## config.mk

```make
export PLATFORM = sky130hd
export DESIGN_NAME = conv_maxpool
export DESIGN_NICKNAME = d
export VERILOG_FILES = /design/src/rtl/conv_maxpool.sv
export SDC_FILE = /design/constraint.sdc
export NUM_CORES = 1
export LEC_CHECK = 0
export ABC_CLOCK_PERIOD_IN_PS = 4200
export CORE_AREA = 2 2 127 129
export DETAILED_ROUTE_END_ITERATION = 7
export DIE_AREA = 0 0 129 131
export GPL_TIMING_DRIVEN = 0
export SLEW_MARGIN = 40
export SYNTH_ARGS = -nofsm -noshare
export SYNTH_HDL_FRONTEND = slang
export SYNTH_SLANG_ARGS = --single-unit
```

## constraint.sdc

```tcl
create_clock -name clk -period 4.2 [get_ports clk]
set_input_delay 0.42 -clock clk [delete_from_list [all_inputs] [get_ports clk]]
set_output_delay 0.42 -clock clk [all_outputs]
set_load 0.01 [all_outputs]
```

## src/rtl/conv_maxpool.sv

```systemverilog
`default_nettype none
// +--------------------------------------------------------------------------+
// | conv_maxpool : optional ReLU + non-overlapping 2x2 max-pool on a raster   |
// |                conv result stream, half-width line buffer.                |
// | Macro CONV_MAXPOOL_RELU_EN clamps negative samples to 0 before pooling.   |
// | Revision: 1.0                                                             |
// +--------------------------------------------------------------------------+
module conv_maxpool #(
  parameter int DATA_W = 16,
  parameter int IMG_W  = 6,
  parameter int IMG_H  = 6
) (
  input  logic                     clk,
  input  logic                     rst_n,
  input  logic                     in_valid,
  input  logic signed [DATA_W-1:0] din,
  output logic                     pool_valid,
  output logic signed [DATA_W-1:0] pool_dout,
  output logic                     pool_last,
  output logic                     frame_done,
  output logic                     busy
);

  localparam int c_CW    = (IMG_W > 1) ? $clog2(IMG_W) : 1;
  localparam int c_RW    = (IMG_H > 1) ? $clog2(IMG_H) : 1;
  localparam int c_LB_D  = IMG_W / 2;
  localparam int c_LB_AW = (c_LB_D > 1) ? $clog2(c_LB_D) : 1;

  localparam logic [1:0] S_IDLE = 2'd0;
  localparam logic [1:0] S_RUN  = 2'd1;
  localparam logic [1:0] S_DONE = 2'd2;

  generate
    if ((IMG_W % 2) != 0 || (IMG_H % 2) != 0 || IMG_W < 2 || IMG_H < 2) begin : g_param_check
      $error("conv_maxpool: IMG_W and IMG_H must be even and at least 2");
    end
  endgenerate

  logic [1:0]               r_state, w_next_state;
  logic [c_CW-1:0]          r_col;
  logic [c_RW-1:0]          r_row;
  logic                     w_last_col, w_last_row, w_last_pix;
  logic signed [DATA_W-1:0] w_s, r_h, w_hmax, w_lb_rd, w_vmax;
  logic signed [DATA_W-1:0] r_linebuf [c_LB_D];
  logic [c_LB_AW-1:0]       w_lb_idx;
  logic                     w_busy, w_in_done;

  assign w_last_col = (r_col == c_CW'(IMG_W - 1));
  assign w_last_row = (r_row == c_RW'(IMG_H - 1));
  assign w_last_pix = w_last_col && w_last_row;

`ifdef CONV_MAXPOOL_RELU_EN
  assign w_s = din[DATA_W-1] ? '0 : din;
`else
  assign w_s = din;
`endif

  assign w_hmax   = (r_h > w_s) ? r_h : w_s;
  assign w_lb_idx = c_LB_AW'(r_col >> 1);
  assign w_lb_rd  = r_linebuf[w_lb_idx];
  assign w_vmax   = (w_lb_rd > w_hmax) ? w_lb_rd : w_hmax;

  // FSM: state register
  always_ff @(posedge clk) begin
    if (!rst_n) r_state <= S_IDLE;
    else        r_state <= w_next_state;
  end

  // FSM: next state; a sample in DONE starts the next frame without a gap
  always_comb begin
    w_next_state = r_state;
    case (r_state)
      S_IDLE:  if (in_valid) w_next_state = S_RUN;
      S_RUN:   if (in_valid && w_last_pix) w_next_state = S_DONE;
      S_DONE:  w_next_state = in_valid ? S_RUN : S_IDLE;
      default: w_next_state = S_IDLE;
    endcase
  end

  // FSM: outputs
  always_comb begin
    w_busy    = 1'b0;
    w_in_done = 1'b0;
    case (r_state)
      S_RUN:   w_busy    = 1'b1;
      S_DONE:  w_in_done = 1'b1;
      default: ;
    endcase
  end

  always_ff @(posedge clk) begin
    if (!rst_n) begin
      r_col <= '0;
      r_row <= '0;
    end else if (in_valid) begin
      if (w_last_col) begin
        r_col <= '0;
        r_row <= w_last_row ? '0 : r_row + c_RW'(1);
      end else begin
        r_col <= r_col + c_CW'(1);
      end
    end
  end

  // Datapath storage needs no reset: every entry is written before it is read
  always_ff @(posedge clk) begin
    if (in_valid) begin
      if (!r_col[0]) r_h <= w_s;
      if (r_col[0] && !r_row[0]) r_linebuf[w_lb_idx] <= w_hmax;
    end
  end

  always_ff @(posedge clk) begin
    if (!rst_n) begin
      pool_valid <= 1'b0;
      pool_dout  <= '0;
      pool_last  <= 1'b0;
      frame_done <= 1'b0;
    end else begin
      pool_valid <= in_valid && r_col[0] && r_row[0];
      pool_last  <= in_valid && w_last_pix;
      frame_done <= w_in_done;
      if (in_valid && r_col[0] && r_row[0]) pool_dout <= w_vmax;
    end
  end

  assign busy = w_busy;

endmodule
`default_nettype wire

```

==> results of run 1 <==
==> cell families (layout without fill, tap and decap cells) <==
group	Yosys count	count (layout)	synth area share, %
DFF	93	93	54.85
AOI/OAI and AO/OA	89	89	13.77
adders and majority gates	32	32	8.777
and+or+nand+nor	100	100	10.56
muxes	31	31	7.213
buffers and inverters	56	161	4.827
==> per-stage QoR <==
stage          power (uW)  TNS (ns)  instance area [sq um]  setup WS [ns]  utilization (%)
2_1_floorplan        1287         0                   4569        0.07912                -
3_5_place_dp         1406    -20.91                   5285         -1.456            33.88
5_1_grt              2411   -0.4541                   6188       -0.04677            39.68
3_3_place_gp         1389    -26.10                   5220         -1.321            33.47
4_1_cts              2259         0                   5956        0.02278            38.18
6_report             2306         0                   6188         0.1135            39.68
==> per-layer routing <==
layer	up-vias	track usage (%)	share of wire, %
met5	-	0	0
met2	79	24.15	50
met4	0	4.859	1.8
li1	1707	-	-
met3	20	3.502	3.7
met1	1762	18.21	45
==> synthesized netlist by cell type (2+ instances only) <==
| cell type | number |
|---|---|
| and2_1 | 5 |
| nor3b_1 | 2 |
| ha_1 | 32 |
| nand4_1 | 5 |
| inv_1 | 39 |
| dfxtp_1 | 29 |
| nand3_1 | 3 |
| a21oi_1 | 21 |
| buf_1 | 2 |
| o221ai_1 | 17 |
| nor4_1 | 2 |
| a222oi_1 | 15 |
| nor2b_1 | 9 |
| o21ai_0 | 19 |
| nor3_1 | 2 |
| o21a_1 | 4 |
| a21o_1 | 2 |
| and3_1 | 2 |
| a211oi_1 | 2 |
| mux2_2 | 15 |
| clkbuf_1 | 12 |
| or3_1 | 2 |
| nor2_1 | 8 |
| edfxtp_1 | 64 |
| mux2i_1 | 16 |
| nand2_1 | 54 |
==> placed cells by master (no fill, tap or decap), types with 6 or more instances in the layout <==
| cell | count |
|---|---|
| mux2_2 | 15 |
| dfxtp_1 | 29 |
| nor2_1 | 6 |
| inv_1 | 39 |
| nand2_1 | 53 |
| a222oi_1 | 15 |
| a21oi_1 | 18 |
| buf_2 | 7 |
| dlygate4sd2_1 | 11 |
| edfxtp_1 | 64 |
| clkdlybuf4s50_1 | 26 |
| clkbuf_16 | 9 |
| buf_4 | 49 |
| ha_4 | 8 |
| ha_1 | 24 |
| o221ai_1 | 9 |
| clkbuf_1 | 7 |
| o221ai_2 | 8 |
| o21ai_0 | 18 |
| mux2i_1 | 16 |
| nor2b_1 | 8 |
==> state kept, by name, summed over array words and instances, names as in the netlist, named ones only <==
signal,count
frame_done,1
pool_dout,16
pool_last,1
pool_valid,1
r_col,3
r_h,16
r_linebuf,48
r_row,3
r_state,2
==> final cells by class <==
| cell class | instances | area, sq um |
|---|---|---|
| plain buffers | 15 | 95.09 |
| inverters | 39 | 146.4 |
| clock inverters | 7 | 51.30 |
| multi-input cells | 252 | 2133 |
| fillers | 1481 | 9409 |
| clock buffers | 9 | 225.2 |
| flip-flops and latches | 93 | 2502 |
| repair buffers | 91 | 764.5 |
| well taps | 216 | 270.3 |
==> critical path, cell delays in order (launching register included) <==
cell and delay (ns):
edfxtp_1 0.47, ha_4 0.33, nand4_4 0.11, or3_4 0.43
a21o_1 0.21, and3_4 0.21, buf_6 0.14, a222oi_1 0.39
ha_1 0.34, a21oi_1 0.17, a21oi_1 0.10, a211oi_2 0.28
a21oi_1 0.11, or3_4 0.38, buf_12 0.17, o221ai_1 0.16
==> final timing paths <==
| path | to | slack, ns | cells past startpoint |
|---|---|---|---|
| max | pool_dout[6] | 0.11 | 15 |
| min | r_h[4] | 0.35 | 1 |
| max reg2reg | pool_dout[6] | 0.11 | 15 |
| min reg2reg | pool_dout[8] | 0.48 | 2 |
==> power groups by stage <==
stage	combinational (uW)	clock (uW)	sequential, uW
6_report	514	757	1040
3_3_place_gp	336	0	1050
2_1_floorplan	236	0	1050
5_1_grt	558	816	1040
4_1_cts	453	771	1030
3_5_place_dp	352	0	1050
==> repair_timing <==
item | 4_1_cts | 5_1_grt
resized for setup | 35 | 29
setup endpoints to repair | 16 | 16
setup buffers | 38 | 8
pin swaps | 27 | 11
==> flow_metrics.tcl, run 1 <==
set metrics [dict create \
    cts_inserted_buffers 9 \
    wirelength_microns 11920 \
    drcViolationCount 0 \
    tightestPinTransition_ns 0.7864 \
    combPwrFrac_pct 22.3 \
    clk-insertion-delay-late_ns 0.35 \
    internal_power_uw 1660 \
    power.switching_uw 646.4 \
    cts_tree "built" \
    antenna_found_initial 0 \
    synth-seq-cells 93 \
    drt_iter0_drc 277 \
    syn_area_sq_mm 0.004562 \
    nets 552 \
    final_cell_count_no_fill 722 \
    std_cell_rows 46 \
    yosysSeqAreaShare_pct 54.85 \
    powerDensity_mw_per_mm2 372.7 \
    required_ns 4.46 \
    cts.sinks 93 \
    h-tree-depth 3 \
    synthTopCellsByArea "edfxtp_1 42%, dfxtp_1 13%, ha_1 8.8%" \
    detail_route.vias_per_cell 4.942 \
    wire_per_inst_microns 16.51 \
    antenna_cells 0 \
    grt_max_degree 18 \
    numPortBuffers 38 \
    min_from "din[4]" \
    peakVddDrop_uv 246.7 \
    hold_path_class "in2reg" \
    initial_core_util_pct 29.25 \
    setup_viol 0 \
    timing.rr.start "r_h[14]" \
    yosys_warnings 0 \
    synthArstFlopShare_pct 0 \
    worst_clock_skew_ns 0.009670 \
    seqPwrFrac_pct 44.9 \
    layout_worst_path_cycle_share_pct 97.30 \
    cts_buffer_depth 2 \
    syn_nets 452 \
    netlist_instances 401 \
    postRouteAntennaNets 0 \
    synth_enable_flop_cells 64 \
    clk_pin_slew_ns 0.07 \
    drive_gt1_share_pct 24.90 \
    die_h_microns 131 \
    grt_pass1_vias 3569 \
    p_clk_share_pct 32.8 \
    fmax_mhz 244.7 \
    syn_avg_cell_area_sq_um 11.38 \
    core_area_sq_mm 0.01560 \
    areaGrowthSynthToFinish_pct 35.66 \
    synth.distinct_cells 44 \
    num_vias 3568 \
    rsz0062_at_grt "yes" \
    grt_util_all_layers_pct 14.37 \
    yosysTopAreaCell "edfxtp_1" \
    dp.cells 662 \
    drv_cap 0 \
    place.gp.congestion 0.8311 \
    grt_first_pass_wirelength_microns 18510 \
    critical_path.startpoint "r_h[14]" \
    worst-path-max-fanout 10 \
    dieArea_sq_mm 0.01690 \
    hold_buffers 0 \
    leakage_uw 0.002320 \
    io_pins 39 \
    hpwl_microns 8008 \
    crit_type "reg2reg" \
    cts_root_buf "clkbuf_16" \
    die_width_microns 129 \
    finalMaxSlewViolations 0 \
    crit_path_end_kind "flip-flop" \
    timing.hold.ws_ns 0.3474 \
    overflow 0 \
    firstDrtPassIters 5 \
    cp.arrival_ns 4.35 \
    slew_headroom_pct 47.58 \
    synth_top_area_share_pct 42.13 \
    synth_ff_type "edfxtp_1" \
    hold_viol 0 \
    switching_share_pct 28.02 \
    fin_crit_ns 4.086 \
    status "finished, final reports clean" \
    start_kind "flip-flop" \
]
Power figures use the tool's default switching activity.
==> run 2, diff against run 1 <==
--- a/config.mk
+++ b/config.mk
@@ -10,6 +10,7 @@
 export DETAILED_ROUTE_END_ITERATION = 7
 export DIE_AREA = 0 0 129 131
 export GPL_TIMING_DRIVEN = 0
+export MAX_ROUTING_LAYER = met4
 export SLEW_MARGIN = 40
 export SYNTH_ARGS = -nofsm -noshare
 export SYNTH_HDL_FRONTEND = slang
==> flow_metrics.tcl, run 2 (synthesis results as in run 1) <==
set metrics [dict create \
    layout_worst_path_cycle_share_pct 97.76 \
    std_cell_rows 46 \
    largestRegisters "r_linebuf: 48 flops, pool_dout: 16 flops, r_h: 16 flops" \
    p_clk_share_pct 32.5 \
    leakage_uw 0.002363 \
    use_met1_pct 18.23 \
    clk-insertion-delay-late_ns 0.34 \
    hpwl_microns 8008 \
    detail_route.vias_per_cell 4.953 \
    r2r_slack_ns 0.16 \
    use_met2_pct 24.21 \
    io_pins 39 \
    worst_clock_skew_ns 0.008379 \
    grt_max_degree 18 \
    largest_register_ffs 48 \
    wire_per_inst_microns 16.43 \
    switching_share_pct 27.96 \
    areaGrowthSynthToFinish_pct 37.27 \
    cts.sinks 93 \
    use_met3_pct 3.542 \
    drcViolationCount 0 \
    worst-path-max-fanout 10 \
    required_ns 4.46 \
    clk_pin_slew_ns 0.07 \
    die_h_microns 131 \
    initial_core_util_pct 29.25 \
    final_cell_mix "64 x edfxtp_1, 58 x buf_4, 53 x nand2_1" \
    place.gp.congestion 0.8438 \
    finalMaxSlewViolations 0 \
    hold_path_class "in2reg" \
    cts_root_buf "clkbuf_16" \
    antenna_found_initial 0 \
    core_area_sq_mm 0.01560 \
    fmax_mhz 243.5 \
    firstDrtPassIters 4 \
    hold_viol 0 \
    postRouteAntennaNets 0 \
    powerDensity_mw_per_mm2 369.6 \
    drive_gt1_share_pct 26.41 \
    numPortBuffers 38 \
    tightestPinTransition_ns 0.7937 \
    die_width_microns 129 \
    overflow 0 \
    dieArea_sq_mm 0.01690 \
    grt_pass1_vias 3549 \
    power.switching_uw 647.1 \
    cts_tree "built" \
    fin_crit_ns 4.106 \
    drv_cap 0 \
    cts_buffer_depth 2 \
    top_usage_layer "met2" \
    layout_commonest_cell "edfxtp_1" \
    nets 561 \
    setup_viol 0 \
    antenna_cells 0 \
    h-tree-depth 3 \
    grt_util_all_layers_pct 14.84 \
    cp.arrival_ns 4.37 \
    timing.hold.ws_ns 0.3482 \
    drt_iter0_drc 277 \
    start_kind "input pin" \
    crit_path_end_kind "flip-flop" \
    seqPwrFrac_pct 44.7 \
    peakVddDrop_uv 245.5 \
    crit_type "in2reg" \
    status "finished, final reports clean" \
    wirelength_microns 12010 \
    internal_power_uw 1668 \
    top_register "r_linebuf" \
    cts_inserted_buffers 9 \
    tns_ns 0 \
    combPwrFrac_pct 22.8 \
    grt_first_pass_wirelength_microns 18530 \
    num_vias 3621 \
    slew_headroom_pct 47.09 \
]
==> run 2: changes by cell type in the layout (fill, tap and decap cells not counted) <==
| cell | previous run | this run |
|---|---|---|
| o221ai_1 | 9 | 8 |
| o221ai_2 | 8 | 9 |
| buf_4 | 49 | 58 |
==> run 2: path summary, 6_finish.rpt <==
check                                  start      endpoint  cells after the start
worst max register to register       r_h[14]  pool_dout[6]                     15
worst min-delay path                  din[4]        r_h[4]                      1
worst max-delay path                  din[3]  pool_dout[6]                     16
worst min register to register  pool_dout[9]  pool_dout[9]                      2
==> run 2: final cells by class <==
class	count	area [sq um]
repair buffers	100	832.0
flip-flops and latches	93	2502
well taps	216	270.3
multi-input cells	252	2140
plain buffers	15	95.09
fillers	1472	9335
inverters	39	146.4
clock inverters	7	51.30
clock buffers	9	225.2
==> run 2: stage by stage <==
stage | total power [uW] | std cells | setup slack (ns) | area, sq um | utilization [%]
after floorplan | 1287 | 401 | 0.07912 | 4569 | -
after global placement | 1389 | 655 | -1.321 | 5220 | 33.47
after detailed placement | 1406 | 662 | -1.456 | 5285 | 33.88
after CTS | 2259 | 714 | 0.02278 | 5956 | 38.18
after global routing | 2426 | 731 | -0.05549 | 6262 | 40.15
final | 2315 | 731 | 0.09395 | 6262 | 40.15
==> run 2: critical path: stages <==
cell             delay, ns
clkdlybuf4s50_1       0.56
inv_1                 0.07
ha_1                  0.31
nand4_1               0.21
o41ai_4               0.37
a31oi_4               0.07
buf_4                 0.21
a222oi_1              0.45
ha_1                  0.23
nand4_1               0.20
nor2_1                0.19
a211oi_2              0.10
and2_1                0.20
or3_4                 0.44
buf_12                0.17
o221ai_1              0.16
==> run 2: layer usage <==
| layer | wire length [microns] | vias to the layer above |
|---|---|---|
| li1 | - | 1730 |
| met5 | 0 | - |
| met1 | 5286 | 1771 |
| met2 | 5936 | 100 |
| met3 | 569 | 20 |
| met4 | 214 | 0 |
==> run 2: repair_timing <==
action                                 4_1_cts  5_1_grt
hold buffers                                 0        0
resized for setup                           35       30
pin swaps                                   27       12
setup buffers                               38       17
endpoints found under the hold margin        0        0
setup endpoints to repair                   16       16
==> run 2: power by group through the flow <==
| stage | Sequential [uW] | Combinational, uW | Clock, uW |
|---|---|---|---|
| detailed placement | 1050 | 352 | 0 |
| CTS | 1030 | 453 | 771 |
| floorplan | 1050 | 236 | 0 |
| finish | 1040 | 527 | 753 |
| global route | 1040 | 571 | 819 |
| global placement | 1050 | 336 | 0 |
